### config.mk
export PLATFORM = sky130hd
export DESIGN_NAME = recovery_walk_ctrl_flat
export DESIGN_NICKNAME = d
export VERILOG_FILES = /design/src/rtl/Falco_pkg.sv /design/src/rtl/recovery_walk_ctrl_if.sv /design/src/rtl/recovery_walk_ctrl.sv /design/src/flat_wrapper.sv
export SDC_FILE = /design/constraint.sdc
export NUM_CORES = 1
export LEC_CHECK = 0
export BUFFER_PORTS_ARGS = -buffer_cell sky130_fd_sc_hd__buf_2
export CORE_MARGIN = 2
export CORE_UTILIZATION = 46
export CTS_CLUSTER_SIZE = 28
export DETAILED_ROUTE_END_ITERATION = 10
export GPL_TIMING_DRIVEN = 0
export PLACE_DENSITY = 0.8
export REMOVE_ABC_BUFFERS = 1
export SETUP_SLACK_MARGIN = 0.05
export SYNTH_ARGS = -nofsm -noshare
export SYNTH_HDL_FRONTEND = slang
export SYNTH_SLANG_ARGS = --single-unit
### constraint.sdc
create_clock -name clk -period 3 [get_ports clk]
set_clock_uncertainty 0.1 [all_clocks]
set_input_delay 0.9 -clock clk [delete_from_list [all_inputs] [get_ports clk]]
set_output_delay 0.9 -clock clk [all_outputs]
set_load 0.1 [all_outputs]
### src/rtl/Falco_pkg.sv
// Falco_pkg: shared ROB types for the branch-miss recovery walker.
//   ROB_DEPTH        ROB entry count (power of two)
//   rob_tag_t        ROB slot index
//   rob_rd_entry_t   ROB read-port payload used by the walker
//   recovery_walk_state_t  walker FSM states
//   rob_dist(a,b,d)  (a - b) mod d for a power-of-two d
package Falco_pkg;

  localparam int ROB_DEPTH = 32;
  localparam int PRF_DEPTH = 64;
  localparam int ARF_DEPTH = 32;

  typedef logic [$clog2(ROB_DEPTH)-1:0] rob_tag_t;
  typedef logic [$clog2(PRF_DEPTH)-1:0] prf_specifier_t;
  typedef logic [$clog2(ARF_DEPTH)-1:0] arf_specifier_t;

  typedef struct packed {
    logic           has_dest;
    arf_specifier_t arf;
    prf_specifier_t old_prf;
    logic           is_store;
    logic           finished;
  } rob_rd_entry_t;

  typedef enum logic [1:0] {
    IDLE = 2'd0,
    WALK = 2'd1,
    DONE = 2'd2
  } recovery_walk_state_t;

  // Modular distance between two tags; the mask does the wrap, so callers
  // truncate the result to their own tag width.
  function automatic logic [31:0] rob_dist(input logic [31:0] a,
                                           input logic [31:0] b,
                                           input logic [31:0] depth);
    return (a - b) & (depth - 32'd1);
  endfunction

endpackage

### src/rtl/recovery_walk_ctrl_if.sv
// recovery_walk_ctrl_if: bundle between the ROB/rename side and the walker.
//   master: drives start_i, miss/tail/head tags and the ROB read data
//   slave : the walker; drives ROB read addresses, the two recovery ports,
//           busy/done/restore_tail/overrun_err
interface recovery_walk_ctrl_if #(
  parameter int TAG_W = $clog2(Falco_pkg::ROB_DEPTH)
);
  import Falco_pkg::*;

  logic             start_i;
  logic [TAG_W-1:0] miss_rob_tag;
  logic [TAG_W-1:0] tail_rob_tag;
  logic [TAG_W-1:0] head_rob_tag;

  logic [TAG_W-1:0] rd_tag_0;
  logic [TAG_W-1:0] rd_tag_1;
  rob_rd_entry_t    rd_entry_0;
  rob_rd_entry_t    rd_entry_1;

  prf_specifier_t   recovery_old_prf_0;
  prf_specifier_t   recovery_old_prf_1;
  arf_specifier_t   recovery_arf_0;
  arf_specifier_t   recovery_arf_1;
  logic             recovery_arf_map_0_valid;
  logic             recovery_arf_map_1_valid;
  logic             store_flush_0_valid;
  logic             store_flush_1_valid;

  logic             busy;
  logic             done;
  logic [TAG_W-1:0] restore_tail;
  logic             overrun_err;

  modport master (
    output start_i, miss_rob_tag, tail_rob_tag, head_rob_tag,
    output rd_entry_0, rd_entry_1,
    input  rd_tag_0, rd_tag_1,
    input  recovery_old_prf_0, recovery_old_prf_1,
    input  recovery_arf_0, recovery_arf_1,
    input  recovery_arf_map_0_valid, recovery_arf_map_1_valid,
    input  store_flush_0_valid, store_flush_1_valid,
    input  busy, done, restore_tail, overrun_err
  );

  modport slave (
    input  start_i, miss_rob_tag, tail_rob_tag, head_rob_tag,
    input  rd_entry_0, rd_entry_1,
    output rd_tag_0, rd_tag_1,
    output recovery_old_prf_0, recovery_old_prf_1,
    output recovery_arf_0, recovery_arf_1,
    output recovery_arf_map_0_valid, recovery_arf_map_1_valid,
    output store_flush_0_valid, store_flush_1_valid,
    output busy, done, restore_tail, overrun_err
  );

endinterface

### src/rtl/recovery_walk_ctrl.sv
// recovery_walk_ctrl: walks the ROB from the youngest entry back to (but not
// including) a mispredicted branch, two entries per cycle, emitting the
// old-PRF / ARF pairs to restore the rename map and store-flush indications.
// Port 0 is always the older of the two entries read in a cycle.
//
// Ports:
//   clk  core clock
//   rst  synchronous active-high reset
//   bus  recovery_walk_ctrl_if.slave (start/tags in, ROB reads, recovery
//        ports, busy/done/restore_tail/overrun_err out)
//
// Build option: RECOVERY_WALK_RETARGET_EN -- when defined, a start_i during a
// walk for an older branch retargets the running walk instead of flagging
// overrun_err; head_rob_tag is only used in that build.
module recovery_walk_ctrl #(
  parameter int ROB_DEPTH = Falco_pkg::ROB_DEPTH,
  parameter int TAG_W     = $clog2(ROB_DEPTH)
) (
  input logic                clk,
  input logic                rst,
  recovery_walk_ctrl_if.slave bus
);
  import Falco_pkg::*;

  localparam int CNT_W = TAG_W + 1;
  localparam logic [CNT_W-1:0] REM_ONE = CNT_W'(1);
  localparam logic [CNT_W-1:0] REM_TWO = CNT_W'(2);

  recovery_walk_state_t r_state, w_state_next;
  logic [TAG_W-1:0] r_ptr;
  logic [TAG_W-1:0] r_target;
  logic [CNT_W-1:0] r_remaining;
  logic             r_overrun;

  logic [TAG_W-1:0] w_squash_cnt;
  logic [CNT_W-1:0] w_remaining_next;
  logic [CNT_W-1:0] w_extend;
  logic             w_pair;
  logic             w_retarget;
  logic             w_overrun_next;

  // Entries strictly between the miss and the tail: tail - miss - 1, wrapped.
  assign w_squash_cnt = TAG_W'(rob_dist(32'(bus.tail_rob_tag),
                                        32'(bus.miss_rob_tag) + 32'd1,
                                        32'(ROB_DEPTH)));

  assign w_pair = (r_remaining >= REM_TWO);

`ifdef RECOVERY_WALK_RETARGET_EN
  logic [TAG_W-1:0] w_miss_age;
  logic [TAG_W-1:0] w_target_age;

  // Age is distance from head: a smaller age is an older branch.
  assign w_miss_age   = TAG_W'(rob_dist(32'(bus.miss_rob_tag),
                                        32'(bus.head_rob_tag), 32'(ROB_DEPTH)));
  assign w_target_age = TAG_W'(rob_dist(32'(r_target),
                                        32'(bus.head_rob_tag), 32'(ROB_DEPTH)));
  assign w_retarget   = (r_state == WALK) && bus.start_i &&
                        (w_miss_age < w_target_age);
  // The older miss extends the walk by exactly the entries between it and
  // the old target.
  assign w_extend       = w_retarget ? {1'b0, w_target_age - w_miss_age} : '0;
  assign w_overrun_next = (r_state == DONE) && bus.start_i;
`else
  logic w_unused_head;
  assign w_unused_head  = ^bus.head_rob_tag;
  assign w_retarget     = 1'b0;
  assign w_extend       = '0;
  assign w_overrun_next = (r_state != IDLE) && bus.start_i;
`endif

  assign w_remaining_next = r_remaining - (w_pair ? REM_TWO : REM_ONE) + w_extend;

  // State register.
  always_ff @(posedge clk) begin
    if (rst) begin
      r_state <= IDLE;
    end else begin
      r_state <= w_state_next;
    end
  end

  // Next-state logic.
  always_comb begin
    w_state_next = r_state;
    case (r_state)
      IDLE: begin
        if (bus.start_i) begin
          w_state_next = (w_squash_cnt != '0) ? WALK : DONE;
        end
      end
      WALK: begin
        if (w_remaining_next == '0) begin
          w_state_next = DONE;
        end
      end
      DONE:    w_state_next = IDLE;
      default: w_state_next = IDLE;
    endcase
  end

  // Walk pointer, target and remaining count.
  always_ff @(posedge clk) begin
    if (rst) begin
      r_ptr       <= '0;
      r_target    <= '0;
      r_remaining <= '0;
      r_overrun   <= 1'b0;
    end else begin
      r_overrun <= w_overrun_next;
      case (r_state)
        IDLE: begin
          if (bus.start_i) begin
            r_ptr       <= bus.tail_rob_tag - 1'b1;
            r_target    <= bus.miss_rob_tag;
            r_remaining <= {1'b0, w_squash_cnt};
          end
        end
        WALK: begin
          r_ptr       <= r_ptr - (w_pair ? TAG_W'(2) : TAG_W'(1));
          r_remaining <= w_remaining_next;
          if (w_retarget) begin
            r_target <= bus.miss_rob_tag;
          end
        end
        default: ;
      endcase
    end
  end

  // Outputs. Recovery ports are a zero-latency decode of the same-cycle ROB
  // read data; everything is forced low while rst is asserted.
  always_comb begin
    bus.rd_tag_0                 = '0;
    bus.rd_tag_1                 = '0;
    bus.recovery_old_prf_0       = '0;
    bus.recovery_old_prf_1       = '0;
    bus.recovery_arf_0           = '0;
    bus.recovery_arf_1           = '0;
    bus.recovery_arf_map_0_valid = 1'b0;
    bus.recovery_arf_map_1_valid = 1'b0;
    bus.store_flush_0_valid      = 1'b0;
    bus.store_flush_1_valid      = 1'b0;
    bus.busy                     = 1'b0;
    bus.done                     = 1'b0;
    bus.restore_tail             = '0;
    bus.overrun_err              = 1'b0;
    if (!rst) begin
      bus.overrun_err = r_overrun;
      case (r_state)
        WALK: begin
          bus.busy = 1'b1;
          // With two or more left, ptr is the younger entry (port 1).
          bus.rd_tag_0 = w_pair ? (r_ptr - 1'b1) : r_ptr;
          bus.recovery_old_prf_0       = bus.rd_entry_0.old_prf;
          bus.recovery_arf_0           = bus.rd_entry_0.arf;
          bus.recovery_arf_map_0_valid = bus.rd_entry_0.has_dest;
          bus.store_flush_0_valid      = bus.rd_entry_0.is_store & bus.rd_entry_0.finished;
          if (w_pair) begin
            bus.rd_tag_1                 = r_ptr;
            bus.recovery_old_prf_1       = bus.rd_entry_1.old_prf;
            bus.recovery_arf_1           = bus.rd_entry_1.arf;
            bus.recovery_arf_map_1_valid = bus.rd_entry_1.has_dest;
            bus.store_flush_1_valid      = bus.rd_entry_1.is_store & bus.rd_entry_1.finished;
          end
        end
        DONE: begin
          bus.busy         = 1'b1;
          bus.done         = 1'b1;
          bus.restore_tail = r_target + 1'b1;
        end
        default: ;
      endcase
    end
  end

endmodule

### src/flat_wrapper.sv
// flat-port wrapper written by rule: the top's interface ports become plain ports
module recovery_walk_ctrl_flat import Falco_pkg::*;
#(
  parameter int ROB_DEPTH = Falco_pkg::ROB_DEPTH,
  parameter int TAG_W     = $clog2(ROB_DEPTH)
)
  (clk, rst, bus_start_i, bus_miss_rob_tag, bus_tail_rob_tag, bus_head_rob_tag, bus_rd_entry_0, bus_rd_entry_1, bus_rd_tag_0, bus_rd_tag_1, bus_recovery_old_prf_0, bus_recovery_old_prf_1, bus_recovery_arf_0, bus_recovery_arf_1, bus_recovery_arf_map_0_valid, bus_recovery_arf_map_1_valid, bus_store_flush_0_valid, bus_store_flush_1_valid, bus_busy, bus_done, bus_restore_tail, bus_overrun_err);
  recovery_walk_ctrl_if #(.TAG_W(TAG_W)) bus_i ();
  input logic clk;
  input logic rst;
  input wire logic [$bits(bus_i.start_i)-1:0] bus_start_i;
  input wire logic [$bits(bus_i.miss_rob_tag)-1:0] bus_miss_rob_tag;
  input wire logic [$bits(bus_i.tail_rob_tag)-1:0] bus_tail_rob_tag;
  input wire logic [$bits(bus_i.head_rob_tag)-1:0] bus_head_rob_tag;
  input wire logic [$bits(bus_i.rd_entry_0)-1:0] bus_rd_entry_0;
  input wire logic [$bits(bus_i.rd_entry_1)-1:0] bus_rd_entry_1;
  output wire logic [$bits(bus_i.rd_tag_0)-1:0] bus_rd_tag_0;
  output wire logic [$bits(bus_i.rd_tag_1)-1:0] bus_rd_tag_1;
  output wire logic [$bits(bus_i.recovery_old_prf_0)-1:0] bus_recovery_old_prf_0;
  output wire logic [$bits(bus_i.recovery_old_prf_1)-1:0] bus_recovery_old_prf_1;
  output wire logic [$bits(bus_i.recovery_arf_0)-1:0] bus_recovery_arf_0;
  output wire logic [$bits(bus_i.recovery_arf_1)-1:0] bus_recovery_arf_1;
  output wire logic [$bits(bus_i.recovery_arf_map_0_valid)-1:0] bus_recovery_arf_map_0_valid;
  output wire logic [$bits(bus_i.recovery_arf_map_1_valid)-1:0] bus_recovery_arf_map_1_valid;
  output wire logic [$bits(bus_i.store_flush_0_valid)-1:0] bus_store_flush_0_valid;
  output wire logic [$bits(bus_i.store_flush_1_valid)-1:0] bus_store_flush_1_valid;
  output wire logic [$bits(bus_i.busy)-1:0] bus_busy;
  output wire logic [$bits(bus_i.done)-1:0] bus_done;
  output wire logic [$bits(bus_i.restore_tail)-1:0] bus_restore_tail;
  output wire logic [$bits(bus_i.overrun_err)-1:0] bus_overrun_err;
  assign bus_i.start_i = bus_start_i;
  assign bus_i.miss_rob_tag = bus_miss_rob_tag;
  assign bus_i.tail_rob_tag = bus_tail_rob_tag;
  assign bus_i.head_rob_tag = bus_head_rob_tag;
  assign bus_i.rd_entry_0 = bus_rd_entry_0;
  assign bus_i.rd_entry_1 = bus_rd_entry_1;
  assign bus_rd_tag_0 = bus_i.rd_tag_0;
  assign bus_rd_tag_1 = bus_i.rd_tag_1;
  assign bus_recovery_old_prf_0 = bus_i.recovery_old_prf_0;
  assign bus_recovery_old_prf_1 = bus_i.recovery_old_prf_1;
  assign bus_recovery_arf_0 = bus_i.recovery_arf_0;
  assign bus_recovery_arf_1 = bus_i.recovery_arf_1;
  assign bus_recovery_arf_map_0_valid = bus_i.recovery_arf_map_0_valid;
  assign bus_recovery_arf_map_1_valid = bus_i.recovery_arf_map_1_valid;
  assign bus_store_flush_0_valid = bus_i.store_flush_0_valid;
  assign bus_store_flush_1_valid = bus_i.store_flush_1_valid;
  assign bus_busy = bus_i.busy;
  assign bus_done = bus_i.done;
  assign bus_restore_tail = bus_i.restore_tail;
  assign bus_overrun_err = bus_i.overrun_err;
  recovery_walk_ctrl #(.ROB_DEPTH(ROB_DEPTH), .TAG_W(TAG_W)) u_core (.clk(clk), .rst(rst), .bus(bus_i));
endmodule
# Word level (Yosys, flattened, before mapping)
# Index checks and enable logic that the tools add are counted.
# Widths: inputs -> output; s select.
# totals
wordCells	72
in_bits	46
register_bits	19
# op_classes
n_reduce_logical	10
add_sub_neg	7
order_cmp	1
bitwise_logic	2
eq_ne	4
mux	43
# ops
op	count
$mux 5	14
$mux 6	6
$mux 1	15
$pmux 6 s2	1
$add 5x1->5 const B	2
$mux 2	5
$pmux 5 s2	1
$sub 5x1->5 const B	2
$sub 5x5->5	2
$ge 6x2->1 const B	1
$logic_not 6->1	1
$reduce_and 2->1	3
$sub 6x6->6	1
$reduce_bool 5->1	1
$pmux 2 s2	1
$reduce_bool 2->1	2
$and 1x1->1	2
$eq 2x1->1 const B	1
$eq 2x2->1 const B	1
$logic_not 2->1	1
$ne 2x1->1 const B	1
$ne 2x2->1 const B	1
$reduce_or 2->1	1
$logic_and 1x1->1	1

# Logic depth before layout (Yosys ltp)
# Gate-level depths: netlist (run 1).
# logic_depth
depth_word	6
ltp_mapped	9

# Worst setup path after synthesis (run 1)
# OpenSTA, ideal clock, no wires.
# synth_path
path_kind	input -> output
startpoint	in rst
endpoint	out bus_rd_tag_0[1]
cell_stages	3
arrival_time_ps	3532
path_slack_ps	-1532
path_cell_list	clkbuf_1 nand2b_1 a211oi_1
# synth_between
elab_chain_cells	1
# synth_rtl
item	line	source
start: declaration	flat_wrapper.sv:10	input logic rst;
$mux 5	recovery_walk_ctrl.sv:148	if (!rst) begin
end: declaration	flat_wrapper.sv:17	output wire logic [$bits(bus_i.rd_tag_0)-1:0] bus_rd_tag_0;
# No other way between the ends.

# Worst setup path after layout (run 1)
# layout_path
startpoint	reg u_core.r_remaining[2]
endpoint	out bus_rd_tag_0[1]
# layout_between
elab_chain_cells	4
# layout_rtl
item	line	source
start: declaration	recovery_walk_ctrl.sv:32	logic [CNT_W-1:0] r_remaining;
start signal: assignment	recovery_walk_ctrl.sv:116	r_remaining <= {1'b0, w_squash_cnt};
start signal: assignment	recovery_walk_ctrl.sv:121	r_remaining <= w_remaining_next;
$ge 6x2->1	recovery_walk_ctrl.sv:47	assign w_pair = (r_remaining >= REM_TWO);
$mux 5	recovery_walk_ctrl.sv:154	bus.rd_tag_0 = w_pair ? (r_ptr - 1'b1) : r_ptr;
$mux 5	recovery_walk_ctrl.sv:150	case (r_state)
$mux 5	recovery_walk_ctrl.sv:148	
# No other way between the ends.

==> results.md, run 1 <==
- Reg clk slew, reported paths: 80 ps
- Synth warnings: 0
- Pwr per Cell Area: 1110 mW/mm^2
- Period utilization: 0.962
- Core Region: 0.00372 mm^2
- WL final: 5300 um
- Initial antenna violation count: 0
- First-pass GRT wire length: 7980 um
- Fmax: 347 MHz
- Relative slew slack: 0.423
- Fin area: 0.00248 mm^2
- Worst setup EP type: output port
- Die area: 0.00445 mm^2
- Buffers on Ports: 84
- CTS sink count: 19
- Vias in the first global route: 1762
- Hold Slack: 361 ps
- Post-route ant nets: 0
- Placed cell areas: 0.00223 mm^2
- Hold Fails Final Rpt: 0
- CTS tree: built
- CP Class: reg2out
- Crit start category: register
- Post-synth top cells: nor2_1 (29), nand2_1 (20), dfxtp_1 (19), ha_1 (17), and2_1 (16)
- Synthesized area: 0.00181 mm^2
- Syn avg cell area: 7.35 um^2
- Ports: 90
- Worst path required time: 2000 ps
- VDD IR max: 0.000499 V
- Post-synth ARST share: 0
- Clk_lat worst skew: 260 ps
- Non-filler instance count after layout: 374
- Synth Register Bits: 19
- Max cap viols: 0
- Ranking of synthesized cells by area: dfxtp_1 (21%), ha_1 (12%), nor2_1 (6.0%)
- Worst-Margin Slew: 862 ps
- Overall die width: 66.7 um
- DRT iter0 DRCs: 105
- Placed Cells: 364
- Gpl congestion: 0.829
- GRT Util Overall: 0.232
- Share of layout cells above drive strength 1: 0.331
- H-tree depth: 1
- Residual DRC count: 0
- Largest net degree at the start of global routing: 27
- Avg WL per Cell: 14.2 um
- 1st-pass router iterations: 4
- Initial Util: 0.487
- Pleak: 1.24 nW
- Count of pins over their slew limit: 0
- # diodes: 0
- Clock root cell: clkbuf_8
- Post-synth EDFFs: 0
- Tmin final: 2880 ps
- Area leader, netlist: dfxtp_1
- Yosys top cell area share: 0.210
- Post-synth cell types: 45
- Top FF cell, synth: dfxtp_1
- Status: finished clean
- Critical path fanouts, max: 11
- Unrepaired setup endpoints after global routing: true
- Vias after detailed routing: 2024
- Area Growth Syn to Fin: 37.0%
- Clock Path Buffers: 2
- Nets@finish: 392
- Seq/Total Area, Yosys: 0.210
- Hpwl dp: 3590 um
- Cell count after synthesis: 246
- CP arrival: 1880 ps
- Final Setup Violations: 0
- GR Overflow Total: 0
- Die H: 66.7 um
- Row cnt: 22
- Cell with the most instances after synthesis: nor2_1
- Worst Hold Class: reg2reg
- Inserted Clock Buffers: 3
- DR vias/cell: 5.41
## final timing paths
check,startpoint,endpoint,slack (ps),depth (start not counted)
min reg2reg,u_core.r_remaining[0],u_core.r_remaining[0],360,2
min,u_core.r_remaining[0],u_core.r_remaining[0],360,2
max,u_core.r_remaining[2],bus_rd_tag_0[1],120,4
max reg2reg,u_core.r_remaining[2],u_core.r_state[0],510,9
## cells in the final DEF (no fill, tap or decap), types with 4 or more instances in the layout
cell type	netlist	layout
buf_4	0	37
ha_1	17	16
buf_2	5	44
nand2_1	20	20
clkbuf_8	0	4
a21oi_1	15	15
xor2_1	5	5
nor2_1	29	26
dfxtp_1	19	19
and3_1	15	15
nand3_1	13	13
o21ai_0	9	9
xnor2_1	9	9
and2_1	16	16
inv_1	15	14
## through the flow
stage	total power, mW	setup TNS, ps	worst slack, ps	utilization
after floorplan	1.99	-25300	-1410	-
after global placement	2.34	-28120	-919	0.600
after detailed placement	2.38	-31030	-1020	0.600
after CTS	2.70	0	30.4	0.653
after global routing	2.97	0	40.6	0.666
final	2.76	0	115	0.666
## worst max-delay path, stage by stage, from the launching register on
cell and delay, ps:
dfxtp_1 360, nor2_2 210, nand3b_1 360, a211oi_1 380, clkbuf_8 300
## flip-flops by register name, indices dropped and copies added, names as in the netlist
register and cells:
u_core.r_remaining 6, u_core.r_ptr 5, u_core.r_target 5, u_core.r_state 2
u_core.r_overrun 1
## report_power, final
group	switching [mW]	total [mW]	internal (mW)
Combinational	1.44	2.13	0.686
Clock	0.0957	0.188	0.0927
Sequential	0.0991	0.440	0.340
Total	1.64	2.76	1.12
## cell families (layout without fill, tap and decap cells)
| logic type | count (synthesis) | count (layout) | synth area share |
|---|---|---|---|
| AO/OA/AOI/OAI | 45 | 45 | 0.156 |
| XOR/XNOR | 15 | 15 | 0.0768 |
| adder cells (fa/ha/maj) | 19 | 19 | 0.140 |
| buffers and inverters | 30 | 106 | 0.0657 |
| flip-flops | 19 | 19 | 0.210 |
| multiplexers | 2 | 2 | 0.0118 |
| AND/OR/NAND/NOR | 116 | 120 | 0.339 |
## final cells by class
cell class | instances | area [um^2]
timing repair buffer | 86 | 546
tap | 48 | 60.1
clock inverter | 1 | 5.00
sequential | 19 | 380
fill | 333 | 1240
clock buffer | 3 | 41.3
multi-input combinational | 201 | 1380
inverter | 16 | 60.1
## routing by layer
layer  share of wire  global-route usage  wire length [um]  vias to the layer above
li1                -                   -                 -                     1002
met1            0.43               0.304              2260                      915
met2            0.47               0.403              2500                       94
met3           0.077              0.0186               410                       13
met4           0.025              0.0714               132                        0
met5               0                   0                 0                        -
## repair_timing
item	in CTS	in global routing
gates cloned	2	2
buffers inserted	1	1
pin swaps	2	2
hold endpoints to repair	0	0
gates resized for setup	45	10
setup endpoints to repair	44	41
hold buffers	0	0
Note: power is estimated with default switching activity, not from simulation.
==> inputs of run 2 (changes only) <==
ABC_AREA = 1   (was default)
==> results.md, run 2 <==
- WL final: 5270 um (was 5300 um)
- Cell mode on critical path: buf_6
- 1st-pass router iterations: 4 (unchanged)
- Count of pins over their slew limit: 0 (unchanged)
- Tmin final: 2880 ps (about the same)
- Top FF cell, synth: dfxtp_1 (unchanged)
- Clk pwr share: 0.123 (was 0.068)
- Inserted Clock Buffers: 3 (unchanged)
- Core Region: 0.00372 mm^2 (unchanged)
- Worst-Margin Slew: 528 ps (was 862 ps)
- GR Overflow Total: 0 (unchanged)
- Yosys top cell area share: 0.210 (about the same)
- Slowest stage cell, crit path: buf_6 (was a211oi_1)
- Die area: 0.00446 mm^2 (was 0.00445 mm^2)
- Initial Util: 0.488 (was 0.487)
- Share of layout cells above drive strength 1: 0.287 (was 0.331)
- Setup_tns: 0 ps (unchanged)
- Overall die width: 66.8 um (was 66.7 um)
- CTS sink count: 19 (unchanged)
- Gate power share: 0.647 (was 0.772)
- CP Class: in2out (was reg2out)
- Worst Hold Class: reg2reg (unchanged)
- Post-synth cell types: 27 (was 45)
- Pwr per Cell Area: 609 mW/mm^2 (was 1110 mW/mm^2)
- Fmax: 348 MHz (was 347 MHz)
- Delay-heaviest family, CP: buffers and inverters (was simple AND/OR/NAND/NOR gates)
- Cell count after synthesis: 297 (was 246)
- Share of power burned in registers: 0.230 (was 0.159)
- Row cnt: 22 (unchanged)
- Area leader, netlist: dfxtp_1 (unchanged)
- Clock root cell: clkbuf_8 (unchanged)
- Vias in the first global route: 1822 (was 1762)
- Most common cell after layout, fill and taps aside: buf_2 (unchanged)
- Worst path required time: 2000 ps (about the same)
- Switching share of power: 0.553 (was 0.594)
- Avg WL per Cell: 12.3 um (was 14.2 um)
- Post-synth top cells: nand2_1 (52), inv_1 (51), nand3_1 (32), nor2_1 (32), a21oi_1 (26) (was nor2_1 (29), nand2_1 (20), dfxtp_1 (19), ha_1 (17), and2_1 (16))
- CP arrival: 1880 ps (about the same)
- Largest net degree at the start of global routing: 30 (was 27)
- # diodes: 0 (unchanged)
- Crit start category: primary input (was register)
- Reg clk slew, reported paths: 70 ps (was 80 ps)
- Worst setup EP type: output port (unchanged)
- DR vias/cell: 5.10 (was 5.41)
- First-pass GRT wire length: 7760 um (was 7980 um)
- Final Setup Violations: 0 (unchanged)
- Synth Register Bits: 19 (unchanged)
- Post-synth ARST share: 0 (unchanged)
- GRT Util Overall: 0.226 (was 0.232)
- Max reg flops: 6 (unchanged)
- Hpwl dp: 3550 um (was 3590 um)
- CTS tree: built (unchanged)
- Ports: 90 (unchanged)
- Period utilization: 0.959 (was 0.962)
- Status: finished clean (unchanged)
- Nets@finish: 446 (was 392)
- Internal power: 0.678 mW (was 1.12 mW)
- Most frequent cells in the layout: buf_2 (58), nand2_1 (51), inv_1 (49) (was buf_2 (44), buf_4 (37), nor2_1 (26))
- Residual DRC count: 0 (unchanged)
- Psw: 0.837 mW (was 1.64 mW)
- Synthesized area: 0.00181 mm^2 (about the same)
- Initial antenna violation count: 0 (unchanged)
- Post-synth EDFFs: 0 (unchanged)
- VDD IR max: 0.000317 V (was 0.000499 V)
- Post-route ant nets: 0 (unchanged)
- Relative slew slack: 0.648 (was 0.423)
- Buffers on Ports: 84 (unchanged)
- Unrepaired setup endpoints after global routing: false (was true)
- Hold Fails Final Rpt: 0 (unchanged)
- Pleak: 1.39 nW (was 1.24 nW)
- Area Growth Syn to Fin: 37.0% (about the same)
- Reg with most FFs: u_core.r_remaining (unchanged)
- H-tree depth: 1 (unchanged)
- WP buf/inv: 2 (was 1)
- Crit-path cells: buf_6 > nor2_4 > o21ai_0 > a21oi_1 > buf_6 (was nor2_2 > nand3b_1 > a211oi_1 > clkbuf_8)
- Critical path fanouts, max: 30 (was 11)
- Vias after detailed routing: 2181 (was 2024)
- Die H: 66.8 um (was 66.7 um)
- Ranking of synthesized cells by area: dfxtp_1 (21%), ha_1 (12%), nand2_1 (11%) (was dfxtp_1 (21%), ha_1 (12%), nor2_1 (6.0%))
- Biggest regs: u_core.r_remaining x6, u_core.r_ptr x5, u_core.r_target x5 (unchanged)
- Synth warnings: 0 (unchanged)
- Slowest cell delay on critical path: 270 ps (was 380 ps)
- Post-layout power: 1.52 mW (was 2.76 mW)
- Clk_lat worst skew: 260 ps (about the same)
- Gpl congestion: 0.853 (was 0.829)
- Clock Path Buffers: 2 (unchanged)
- DRT iter0 DRCs: 74 (was 105)
- Hold Slack: 384 ps (was 361 ps)
- Max cap viols: 0 (unchanged)
- Seq/Total Area, Yosys: 0.210 (about the same)
- Syn avg cell area: 6.11 um^2 (was 7.35 um^2)
- Cell with the most instances after synthesis: nand2_1 (was nor2_1)
-- run 2: cell count changes in the layout (fill, tap and decap cells not counted), sizes merged, moves of 13 or more --
cell / previous run / this run
nand3: 13 / 32
and2: 16 / 0
inv: 16 / 51
o21ai: 11 / 24
and3: 15 / 1
nand2: 20 / 54
-- run 2: worst paths after layout --
kind | start | endpoint | slack [ps] | cells after the start
worst max-delay path | rst | bus_rd_tag_0[2] | 120 | 5
worst min-delay path | u_core.r_target[4] | u_core.r_target[4] | 380 | 2
worst max register to register | u_core.r_remaining[1] | u_core.r_state[0] | 600 | 14
worst min register to register | u_core.r_target[4] | u_core.r_target[4] | 380 | 2
-- run 2: worst min-delay path, delay by kind of cell, from the launching register on --
family	cells	cell delay, ps
buffers and inverters	1	80
DFF	1	300
AOI/OAI and AO/OA	1	60
-- run 2: area by class of cell --
class,instances,area (um^2)
Multi-Input combinational cell,215,1240
Fill cell,346,1230
Timing Repair Buffer,89,553
Sequential cell,19,383
Inverter,53,209
Tap cell,48,60.1
Clock buffer,4,45.0
-- run 2: repair_timing --
action                                  CTS  global route
hold buffers                              0             0
gates resized for setup                  36            14
pin swaps                                 2             2
gates cloned                              1             2
endpoints found under the setup margin   41            25
buffers inserted                          2             3
-- run 2: logic make-up after synthesis --
group                    share of synthesized area
AND/OR/NAND/NOR                              0.301
buffers and inverters                        0.145
AO/OA/AOI/OAI                                0.177
adder cells (fa/ha/maj)                      0.139
flip-flops                                   0.210
XOR/XNOR                                    0.0290
-- run 2: per-layer routing --
layer  track usage  wire, um
met1         0.284      2240
met2         0.381      2580
met3        0.0422       299
met4        0.0842       153
met5             0         0
-- run 2: power by group through the flow --
stage	sequential, mW	clock, mW	combinational [mW]
2_1_floorplan	0.332	0	0.713
3_3_place_gp	0.342	0	0.870
3_5_place_dp	0.344	0	0.884
4_1_cts	0.340	0.188	0.927
5_1_grt	0.354	0.197	1.08
6_report	0.348	0.187	0.980
-- run 2: stage by stage --
stage	std cells	cell area [um^2]	worst slack, ps	util
5_1_grt	428	2490	33.0	0.669
4_1_cts	423	2410	45.1	0.647
3_5_place_dp	416	2230	-1160	0.600
2_1_floorplan	284	1750	-1530	-
3_3_place_gp	416	2230	-1150	0.600
6_report	428	2490	122	0.669
